$ cat src/rtl/cpu_pkg.sv
// Shared CPU definitions: branch condition codes, status flag positions, datapath width.
package cpu_pkg;

  localparam int unsigned WORD_W = 16;

  localparam int unsigned FLAG_Z = 0;
  localparam int unsigned FLAG_N = 1;
  localparam int unsigned FLAG_V = 2;

  typedef enum logic [2:0] {
    COND_AL = 3'b000,
    COND_EQ = 3'b001,
    COND_NE = 3'b010,
    COND_LT = 3'b011,
    COND_LE = 3'b100
  } cond_e;

endpackage

$ cat src/rtl/cond_eval.sv
// Branch condition evaluator: decides taken from a condition code and the {V,N,Z} status.
module cond_eval
  import cpu_pkg::*;
(
  input  logic [2:0] cond_i,
  input  logic [2:0] status_i,
  output logic       taken_o
);

  logic lt;
  assign lt = status_i[FLAG_N] ^ status_i[FLAG_V];

  always_comb begin
    taken_o = 1'b0;
    case (cond_i)
      COND_AL: taken_o = 1'b1;
      COND_EQ: taken_o = status_i[FLAG_Z];
      COND_NE: taken_o = ~status_i[FLAG_Z];
      COND_LT: taken_o = lt;
      COND_LE: taken_o = lt | status_i[FLAG_Z];
      default: taken_o = 1'b0;
    endcase
  end

endmodule

$ cat src/rtl/ex_mem_reg.sv
// EX/MEM pipeline register with architectural status, branch resolution and retire counter.
module ex_mem_reg
  import cpu_pkg::*;
(
  input  logic              clk,
  input  logic              reset,
  input  logic              in_valid,
  input  logic [WORD_W-1:0] alu_out,
  input  logic [2:0]        alu_flags,
  input  logic [2:0]        in_rd,
  input  logic              in_wr_reg,
  input  logic              in_wr_status,
  input  logic              in_mem_rd,
  input  logic              in_mem_wr,
  input  logic [WORD_W-1:0] in_store_data,
  input  logic              in_is_branch,
  input  logic [2:0]        in_cond,
  input  logic              stall,
  input  logic              flush,
  output logic              in_ready,
  output logic              out_valid,
  output logic [WORD_W-1:0] out_result,
  output logic [2:0]        out_rd,
  output logic              out_wr_reg,
  output logic              out_mem_rd,
  output logic              out_mem_wr,
  output logic [WORD_W-1:0] out_store_data,
  output logic              branch_taken,
  output logic [2:0]        status,
  output logic [15:0]       retire_count
);

  logic              valid_q,  valid_d;
  logic [WORD_W-1:0] result_q, result_d;
  logic [2:0]        rd_q,     rd_d;
  logic              wr_reg_q, wr_reg_d;
  logic              mem_rd_q, mem_rd_d;
  logic              mem_wr_q, mem_wr_d;
  logic [WORD_W-1:0] store_q,  store_d;
  logic              taken_q,  taken_d;
  logic [2:0]        status_q, status_d;
  logic [15:0]       count_q,  count_d;
  logic              cond_taken;

  // Branches resolve against the status held before this edge; no flag forwarding.
  cond_eval u_cond_eval (
    .cond_i   (in_cond),
    .status_i (status_q),
    .taken_o  (cond_taken)
  );

  assign in_ready = ~stall;

  always_comb begin
    valid_d  = valid_q;
    result_d = result_q;
    rd_d     = rd_q;
    wr_reg_d = wr_reg_q;
    mem_rd_d = mem_rd_q;
    mem_wr_d = mem_wr_q;
    store_d  = store_q;
    taken_d  = taken_q;
    status_d = status_q;
    count_d  = count_q;
    if (flush) begin
      valid_d  = 1'b0;
      wr_reg_d = 1'b0;
      mem_rd_d = 1'b0;
      mem_wr_d = 1'b0;
      taken_d  = 1'b0;
    end else if (!stall) begin
      if (in_valid) begin
        valid_d  = 1'b1;
        result_d = alu_out;
        rd_d     = in_rd;
        wr_reg_d = in_wr_reg;
        mem_rd_d = in_mem_rd;
        mem_wr_d = in_mem_wr;
        store_d  = in_store_data;
        taken_d  = in_is_branch & cond_taken;
        if (in_wr_status) status_d = alu_flags;
        count_d  = count_q + 16'd1;
      end else begin
        valid_d  = 1'b0;
        wr_reg_d = 1'b0;
        mem_rd_d = 1'b0;
        mem_wr_d = 1'b0;
        taken_d  = 1'b0;
      end
    end
  end

  always_ff @(posedge clk) begin
    if (reset) begin
      valid_q  <= 1'b0;
      result_q <= '0;
      rd_q     <= '0;
      wr_reg_q <= 1'b0;
      mem_rd_q <= 1'b0;
      mem_wr_q <= 1'b0;
      store_q  <= '0;
      taken_q  <= 1'b0;
      status_q <= '0;
      count_q  <= '0;
    end else begin
      valid_q  <= valid_d;
      result_q <= result_d;
      rd_q     <= rd_d;
      wr_reg_q <= wr_reg_d;
      mem_rd_q <= mem_rd_d;
      mem_wr_q <= mem_wr_d;
      store_q  <= store_d;
      taken_q  <= taken_d;
      status_q <= status_d;
      count_q  <= count_d;
    end
  end

  assign out_valid      = valid_q;
  assign out_result     = result_q;
  assign out_rd         = rd_q;
  assign out_wr_reg     = wr_reg_q;
  assign out_mem_rd     = mem_rd_q;
  assign out_mem_wr     = mem_wr_q;
  assign out_store_data = store_q;
  assign branch_taken   = taken_q;
  assign status         = status_q;
  assign retire_count   = count_q;

endmodule

$ cat config.mk
export PLATFORM = sky130hd
export DESIGN_NAME = ex_mem_reg
export DESIGN_NICKNAME = d
export VERILOG_FILES = /design/src/rtl/cpu_pkg.sv /design/src/rtl/cond_eval.sv /design/src/rtl/ex_mem_reg.sv
export SDC_FILE = /design/constraint.sdc
export NUM_CORES = 1
export LEC_CHECK = 0
export ABC_AREA = 1
export CAP_MARGIN = 10
export CORE_MARGIN = 1.5
export CORE_UTILIZATION = 30
export DETAILED_ROUTE_END_ITERATION = 10
export GPL_ROUTABILITY_DRIVEN = 0
export HOLD_SLACK_MARGIN = 0.06
export SLEW_MARGIN = 20
export SYNTH_ARGS = -nofsm -noshare
export SYNTH_HDL_FRONTEND = slang
export SYNTH_SLANG_ARGS = --single-unit
export TNS_END_PERCENT = 5
$ cat constraint.sdc
create_clock -name clk -period 3.31 [get_ports clk]
set_clock_uncertainty 0.15 [all_clocks]
set_input_delay 0.662 -clock clk [delete_from_list [all_inputs] [get_ports clk]]
set_output_delay 0.662 -clock clk [all_outputs]
set_load 0.005 [all_outputs]
==> impl_metrics.toml, run 1 <==
[outcome]
status = "finished, final reports clean"

[sta]
rsz0062_at_grt = "false"
slew_violations = 0
timing_hold_violations_final = 0
slew_headroom_pct = 71.5
timing.final.crit_period_ps = 2650
fmax_mhz = 377
fin_crit_sh_pct = 80.1
worst_pin_slew_ps = 427
fin_tns_setup_ps = 0
setup_viol = 0

[global_routing]
grt_first_pass_wirelength_um = 10200
grt_max_degree = 28
grtUsageTotal_pct = 14.8
grt_pass1_vias = 2238
antenna_found_initial = 0
busiest_layer = "met2"
gr-usage-met2_pct = 22.3
met1_usage_pct = 20.0
met3_usage_pct = 3.69
grt-ovfl-total = 0

[clock_network]
hold_buffers = 0
clk_path_buf_depth = 2
ctsResizeCount = 0
cts_buffers = 9
h-tree-depth = 3
clock_latency_ps = 320
post_cts_buffers = 0
clkSinkCount = 59
cts-root-buf = "clkbuf_8"
clkTransAtPathRegs_ps = 60
cts_tree = "done"

[cells_and_area]
fin_nets = 486
final_util_pct = 48.3
instances_no_fill = 541
area_growth_pct = 55.7
drive_gt1_share_pct = 6.61
diodes = 0
fill_cells = 768

[power_and_ir_drop]
ir_drop_mv = 0.225
p_leak_nw = 1.34
internal_power_w = 0.00114
power_density_nw_per_um2 = 393
p_total_w = 0.00147
comb_power_share_pct = 11.0
swShare_pct = 22.8
pwr-share-seq_pct = 50.0
switching_power_w = 0.000336
clkPwrFrac_pct = 39.0

[die]
core.rowCount = 32
die_area_um2 = 8590
fp.dieH_um = 92.7
die_width_um = 92.7
core_um2 = 7770
start_util_pct = 31.1
ios = 111

[synth]
yosys_register_bits = 59
syn_inst = 323
netlist.area_leader.share_pct = 49.0
synth_enable_flop_cells = 0
syn_avg_cell_area_um2 = 7.47
yosysSeqAreaShare_pct = 49.0
synth_area_leader_cell = "dfxtp_1"
synth_warnings = 0
ys_types = 29
synthFlopType = "dfxtp_1"
synth_area_um2 = 2410
synthTopCellsByCount = "nand2_1 (113), dfxtp_1 (59), a21oi_1 (47), nor2_1 (28), inv_1 (20)"
synthArstFlopShare_pct = 0
synth_nets = 375
yosysMostFrequentCell = "nand2_1"
ys_top_cells_by_area = "dfxtp_1 (49%), nand2_1 (18%), a21oi_1 (9.8%)"

[placement]
numPortBuffers = 110
dp_hpwl_um = 4450
dp.cells = 525

[critical_path]
path_common_cell = "clkdlybuf4s50_1"
crit_family = "buffers and inverters"
slowest_stage = "clkdlybuf4s50_1"
endpoint_kind = "output pin"
worstPathMaxFanout = 6
critPathArrivalTime_ps = 1840
cp_data_required_time_ps = 2500
critPathBufInv = 3
path_cells = "clkdlybuf4s50_1 > inv_2 > clkdlybuf4s50_1"
r2r_setup_slack_ps = 1630
path_class = "in2out"
critical_path.max_stage_delay_ps = 510
worstSetupStartpointType = "input pin"

[detailed_routing]
ant_nets = 0
drt_iter0_drc = 64
dr.pass1.iters = 4
wl_um = 6240
num_vias = 2390
drc_errors = 0
via_per_inst = 4.42
wl_per_cell_um = 11.5

[job]
drv_cap = 0

[min_path]
hold_path.class = "reg2reg"
-- layout by cell type (no fill, tap or decap) --
| cell | Yosys | layout |
|---|---|---|
| ha_1 | 1 | 1 |
| clkbuf_1 | 5 | 3 |
| clkdlybuf4s50_1 | 0 | 110 |
| clkinv_2 | 0 | 2 |
| nand3_1 | 6 | 6 |
| xnor2_1 | 1 | 1 |
| buf_4 | 0 | 4 |
| o22ai_1 | 1 | 1 |
| nand4_1 | 5 | 5 |
| nand2_4 | 1 | 1 |
| o21ai_0 | 7 | 7 |
| nor2_1 | 28 | 28 |
| nand3_2 | 1 | 1 |
| o21bai_1 | 2 | 2 |
| nor2_2 | 2 | 2 |
| nand3b_1 | 1 | 1 |
| inv_2 | 3 | 3 |
| o31ai_1 | 1 | 1 |
| nor3_1 | 1 | 1 |
| nor2_4 | 2 | 2 |
| inv_1 | 20 | 20 |
| o211ai_1 | 1 | 1 |
| nand2_2 | 1 | 1 |
| nor2_8 | 1 | 1 |
| a211oi_1 | 1 | 1 |
| nand3_4 | 1 | 1 |
| xor2_1 | 2 | 2 |
| dfxtp_1 | 59 | 59 |
| a21oi_1 | 47 | 47 |
| nand2_1 | 113 | 113 |
| clkbuf_8 | 0 | 11 |
-- area by class of cell --
type | instances | area [µm²] | share of cell area [%]
Clock buffer | 14 | 163 | 4.33
Clock inverter | 2 | 10.0 | 0.267
Inverter | 23 | 86.3 | 2.30
Multi-Input combinational cell | 227 | 1060 | 28.1
Sequential cell | 59 | 1180 | 31.5
Tap cell | 102 | 128 | 3.40
Timing Repair Buffer | 114 | 1130 | 30.1
-- stage by stage --
stage	area, µm²	setup slack, ps	hold slack [ps]
2_1_floorplan	2410	1720	303
3_3_place_gp	3580	676	301
3_5_place_dp	3580	657	305
4_1_cts	3750	655	315
5_1_grt	3750	601	326
6_report	3750	658	312
-- final timing paths --
| check | endpoint | depth (start not counted) | startpoint |
|---|---|---|---|
| worst max-delay path | in_ready | 3 | stall |
| worst max register to register | retire_count[12] | 6 | retire_count[1] |
| worst min register to register | out_result[5] | 2 | out_result[5] |
| worst min-delay path | out_result[5] | 2 | out_result[5] |
-- cell families after synthesis --
family / after synthesis / share of synthesized area [%]
xor gates and xnor gates: 3 / 1.09
DFF: 59 / 49.0
buffers and inverters: 37 / 7.26
AOI/OAI and AO/OA: 60 / 13.0
adders and majority gates: 1 / 0.519
and+or+nand+nor: 163 / 29.1
-- per-layer routing --
metal | share of wire, % | up-vias
li1 | - | 1249
met1 | 48 | 1064
met2 | 45 | 72
met3 | 6.5 | 5
met4 | 0.64 | 0
met5 | 0 | -
-- tightest hold or removal path, delay by kind of cell (launching register included) --
family,cells,cell delay (ps)
and+or+nand+nor,1,60
DFF,1,310
AOI/OAI and AO/OA,1,50
-- power groups by stage --
| stage | clock (W) | sequential [W] | combinational [W] |
|---|---|---|---|
| 2_1_floorplan | 0 | 0.000754 | 0.0000558 |
| 3_3_place_gp | 0 | 0.000752 | 0.000164 |
| 3_5_place_dp | 0 | 0.000753 | 0.000164 |
| 4_1_cts | 0.000601 | 0.000737 | 0.000165 |
| 5_1_grt | 0.000629 | 0.000739 | 0.000179 |
| 6_report | 0.000574 | 0.000737 | 0.000163 |
Note: power is estimated with default switching activity, not from simulation.
==> inputs of run 2 (changes only) <==
- clock period: 3.31 -> 2.65 ns (I/O delays scaled with it)
==> run 2 against run 1 <==
  * Via count hardly changed
  * Hold slack hardly changed
  * Largest power group unchanged
  * Clock power up 40%
  * Critical endpoint unchanged
  * First-iteration DRC count grew 1.6%
  * Highest routed layer unchanged
  * Largest cell class unchanged
==> impl_metrics.toml, run 2 (synthesis gave the netlist of run 1 again) <==
[global_routing]
grt_max_degree = 28
grtUsageTotal_pct = 15.2
grt-ovfl-total = 0
antenna_found_initial = 0
grt_first_pass_wirelength_um = 10500
grt_pass1_vias = 2256

[sta]
slew_violations = 0
fin_crit_sh_pct = 90.0
rsz0062_at_grt = "false"
fin_tns_setup_ps = 0
fmax_mhz = 419
timing_hold_violations_final = 0
setup_slack_ps = 266
setup_viol = 0
timing.final.crit_period_ps = 2380
worst_pin_slew_ps = 454
slew_headroom_pct = 69.7

[detailed_routing]
drt-met1-wl_um = 2950
num_vias = 2389
wl_um = 6370
wl_met3_um = 486
highest_layer = "met4"
drc_errors = 0
met2_length_um = 2920
ant_nets = 0
via_per_inst = 4.42
wl_per_cell_um = 11.8
drt_iter0_drc = 65
dr.pass1.iters = 6

[critical_path]
path_cells = "clkdlybuf4s50_1 > inv_2 > clkdlybuf4s50_1"
worstPathMaxFanout = 6
slowest_stage = "clkdlybuf4s50_1"
worstReg2RegEnd = "retire_count[10]"
r2r_cells = 6
timing.rr.start = "retire_count[1]"
critPathBufInv = 3
endpoint_kind = "output pin"
crit_family = "buffers and inverters"
path_common_cell = "clkdlybuf4s50_1"
path_class = "in2out"
cp_data_required_time_ps = 1970
worstSetupStartpointType = "input pin"
critical_path.max_stage_delay_ps = 510
critPathArrivalTime_ps = 1700
r2r_setup_slack_ps = 920

[power_and_ir_drop]
switching_power_w = 0.000463
ir_drop_mv = 0.298
swShare_pct = 24.0
comb_power_share_pct = 10.7
pwr-share-seq_pct = 47.8
clkPwrFrac_pct = 41.6
p_leak_nw = 1.35
internal_power_w = 0.00146
power_density_nw_per_um2 = 509

[clock_network]
hold_buffers = 0
clock_latency_ps = 330
cts_tree = "done"
cts_buffers = 9
h-tree-depth = 3
clk_path_buf_depth = 2
ctsResizeCount = 0
clkSinkCount = 59
cts-root-buf = "clkbuf_8"
clkTransAtPathRegs_ps = 70
post_cts_buffers = 0

[cells_and_area]
diodes = 0
fill_cells = 800
instances_no_fill = 541
final_cell_area_um2 = 3790
multiInputGateArea_um2 = 1060
register_area_um2 = 1180
final_util_pct = 48.8
area_growth_pct = 57.0
final_common_cell = "nand2_1"
fin_nets = 486
layout_common_cells = "nand2_1 (113), clkdlybuf4s50_1 (110), dfxtp_1 (59)"
drive_gt1_share_pct = 7.29

[die]
ios = 111
fp.dieH_um = 92.7
core_um2 = 7770
die_width_um = 92.7
start_util_pct = 31.1
core.rowCount = 32
die_area_um2 = 8590

[placement]
numPortBuffers = 110
dpl_worst_slack_ps = 268
dp.cells = 525
dpl_cell_area_um2 = 3590
dp_hpwl_um = 4480

[min_path]
min_path_cells = 2
hold_end = "branch_taken"
min_from = "branch_taken"
hold_path.class = "reg2reg"

[job]
drv_cap = 0

[outcome]
status = "finished, final reports clean"
-- run 2: power by group through the flow --
stage / Combinational [W] / Clock [W] / Sequential, W
2_1_floorplan: 0.0000696 / 0 / 0.000942
3_3_place_gp: 0.000206 / 0 / 0.000940
3_5_place_dp: 0.000207 / 0 / 0.000940
4_1_cts: 0.000209 / 0.000833 / 0.000920
5_1_grt: 0.000225 / 0.000871 / 0.000922
6_report: 0.000206 / 0.000801 / 0.000920
-- run 2: tightest hold or removal path, delay by kind of cell, from the launching register on --
kind | cells | cell delay (ps)
flops | 1 | 310
simple gates | 1 | 50
compound gates | 1 | 50
-- run 2: metrics by stage --
step	total power [W]	hold WS [ps]
6_report	0.00193	312
5_1_grt	0.00202	335
4_1_cts	0.00196	315
3_5_place_dp	0.00115	305
3_3_place_gp	0.00115	302
2_1_floorplan	0.00101	303
-- run 2: layer usage --
layer  vias up  track usage, %
li1       1253               -
met1      1054            19.5
met2        80            23.9
met3         2            6.32
met4         0            3.41
met5         -               0
-- run 2: area by class of cell --
type                       instances  area share, %
clock inverter                     7           1.82
sequential                        59           31.2
multi-input combinational        227           27.9
inverter                          23           2.28
clock buffer                       9           3.27
tap                              102           3.37
timing repair buffer             114           30.2
-- run 2: how the worst max path moves through the flow --
stage	from	to	slack [ps]	cells past startpoint
5_1_grt	stall	in_ready	190	3
2_1_floorplan	stall	retire_count[10]	1190	6
6_report	stall	in_ready	270	3
3_5_place_dp	stall	in_ready	270	3
4_1_cts	stall	in_ready	260	3
3_3_place_gp	stall	in_ready	280	3
==> inputs of run 3 (changes only) <==
- ABC_AREA: 1 -> 0
- SLEW_MARGIN: 20 -> 30
==> run 3 against run 2 <==
  * Sequential power barely moved
  * Clock-buffer cell count increased by 3
  * Largest cell class unchanged
  * Utilization is 1.2 points higher
==> impl_metrics.toml, run 3 <==
[outcome]
status = "finished, final reports clean"

[die]
ios = 111
core.rowCount = 31
die_width_um = 90.9
core_um2 = 7370
start_util_pct = 31.5
die_area_um2 = 8270
fp.dieH_um = 90.9

[sta]
fin_tns_setup_ps = 0
fmax_mhz = 408
rsz0062_at_grt = "false"
timing_hold_violations_final = 0
slew_violations = 0
slew_headroom_pct = 62.3
fin_crit_sh_pct = 92.6
timing.final.crit_period_ps = 2450
setup_slack_ps = 197
setup_viol = 0
worst_pin_slew_ps = 566

[critical_path]
cp_data_required_time_ps = 1970
path_common_cell = "clkdlybuf4s50_1"
path_cells = "clkdlybuf4s50_1 > inv_1 > clkdlybuf4s50_1"
r2r_setup_slack_ps = 980
critPathArrivalTime_ps = 1770
endpoint_kind = "output pin"
worstPathMaxFanout = 10
critical_path.max_stage_delay_ps = 720
crit_family = "buffers and inverters"
worstSetupStartpointType = "input pin"
critPathBufInv = 3
path_class = "in2out"
slowest_stage = "clkdlybuf4s50_1"

[clock_network]
hold_buffers = 0
cts_buffers = 9
cts-root-buf = "clkbuf_8"
clk_path_buf_depth = 2
ctsResizeCount = 0
cts_tree = "done"
clock_latency_ps = 330
clkSinkCount = 59
h-tree-depth = 3
post_cts_buffers = 0
clkTransAtPathRegs_ps = 60

[detailed_routing]
wl_um = 6190
drt_iter0_drc = 68
dr.pass1.iters = 4
ant_nets = 0
num_vias = 2283
drc_errors = 0
wl_per_cell_um = 12.6
via_per_inst = 4.64

[power_and_ir_drop]
ir_drop_mv = 0.312
p_leak_nw = 1.27
power_density_nw_per_um2 = 489

[synth]
synth_nets = 328
ys_types = 36
synthFlopType = "dfxtp_1"
yosysMostFrequentCell = "nand2_1"
ys_top_cells_by_area = "dfxtp_1 (51%), nand2_1 (13%), a21oi_1 (9.7%)"
syn_inst = 276
synth_enable_flop_cells = 0
synthTopCellsByCount = "nand2_1 (80), dfxtp_1 (59), a21oi_1 (45), nor2_1 (17), nand3_1 (9)"
synth_area_leader_cell = "dfxtp_1"
yosysSeqAreaShare_pct = 50.9
yosys_register_bits = 59
synth_area_um2 = 2320
synthArstFlopShare_pct = 0
synth_warnings = 0
netlist.area_leader.share_pct = 50.9
syn_avg_cell_area_um2 = 8.40

[placement]
dpl_worst_slack_ps = 213
numPortBuffers = 110
dp_hpwl_um = 4400

[global_routing]
grt-ovfl-total = 0
grt_max_degree = 31
grt_first_pass_wirelength_um = 10500
antenna_found_initial = 0
grtUsageTotal_pct = 15.7
grt_pass1_vias = 2205

[job]
drv_cap = 0

[min_path]
hold_path.class = "reg2reg"

[cells_and_area]
area_growth_pct = 58.7
fill_cells = 720
drive_gt1_share_pct = 7.38
final_common_cell = "clkdlybuf4s50_1"
diodes = 0
layout_common_cells = "clkdlybuf4s50_1 (109), nand2_1 (80), dfxtp_1 (59)"
fin_nets = 441
-- run 3: path summary, 6_finish.rpt --
| kind | from | endpoint | depth (start not counted) |
|---|---|---|---|
| setup / recovery | stall | in_ready | 3 |
| hold / removal | out_result[8] | out_result[8] | 2 |
| setup reg to reg | retire_count[0] | retire_count[12] | 4 |
| hold reg to reg | out_result[8] | out_result[8] | 2 |
-- run 3: per-stage QoR --
| step | utilization [%] | area (µm²) | std cells | power [W] | hold slack (ps) |
|---|---|---|---|---|---|
| CTS | 49.9 | 3680 | 492 | 0.00183 | 303 |
| finish | 49.9 | 3680 | 492 | 0.00180 | 298 |
| global placement | 47.8 | 3520 | 477 | 0.00114 | 291 |
| floorplan | - | 2320 | 276 | 0.00100 | 303 |
| detailed placement | 47.8 | 3520 | 477 | 0.00114 | 295 |
| global route | 49.9 | 3680 | 492 | 0.00188 | 321 |
-- run 3: worst reg2reg max path: cells and delay by family, from the launching register on --
| kind | cells | cell delay, ps |
|---|---|---|
| simple gates | 1 | 140 |
| flops | 1 | 470 |
| fa+ha+maj | 1 | 320 |
| compound gates | 2 | 450 |
-- run 3: metal layers --
metal	vias to the layer above	share of wire [%]	track usage, %
met3	5	10	8.21
met1	1047	43	19.0
met2	79	46	24.4
met5	-	0	0
li1	1152	-	-
met4	0	0.70	3.52
-- run 3: area by class of cell --
cell class | count | area, µm² | share of cell area, %
clock buffers | 12 | 145 | 3.94
clock inverters | 3 | 15.0 | 0.408
inverters | 3 | 11.3 | 0.306
multi-input cells | 199 | 1060 | 28.7
flip-flops and latches | 59 | 1180 | 32.1
well taps | 99 | 124 | 3.37
repair buffers | 117 | 1150 | 31.2
-- run 3: cell families (layout without fill, tap and decap cells) --
kind of cell / after synthesis / count (layout) / share of synthesized area (%)
AOI/OAI and AO/OA: 54 / 54 / 12.5
xor gates and xnor gates: 12 / 12 / 4.53
adders and majority gates: 1 / 1 / 0.539
buffers and inverters: 18 / 135 / 3.83
DFF: 59 / 59 / 50.9
muxes: 2 / 2 / 0.917
and+or+nand+nor: 130 / 130 / 26.8
-- run 3: power by group --
| part | internal (W) | switching [W] | total (W) | leakage, nW |
|---|---|---|---|---|
| Combinational | 0.000125 | 0.0000727 | 0.000198 | 0.711 |
| Clock | 0.000355 | 0.000328 | 0.000683 | 0.0860 |
| Sequential | 0.000908 | 0.0000124 | 0.000921 | 0.478 |
| Total | 0.00139 | 0.000413 | 0.00180 | 1.27 |
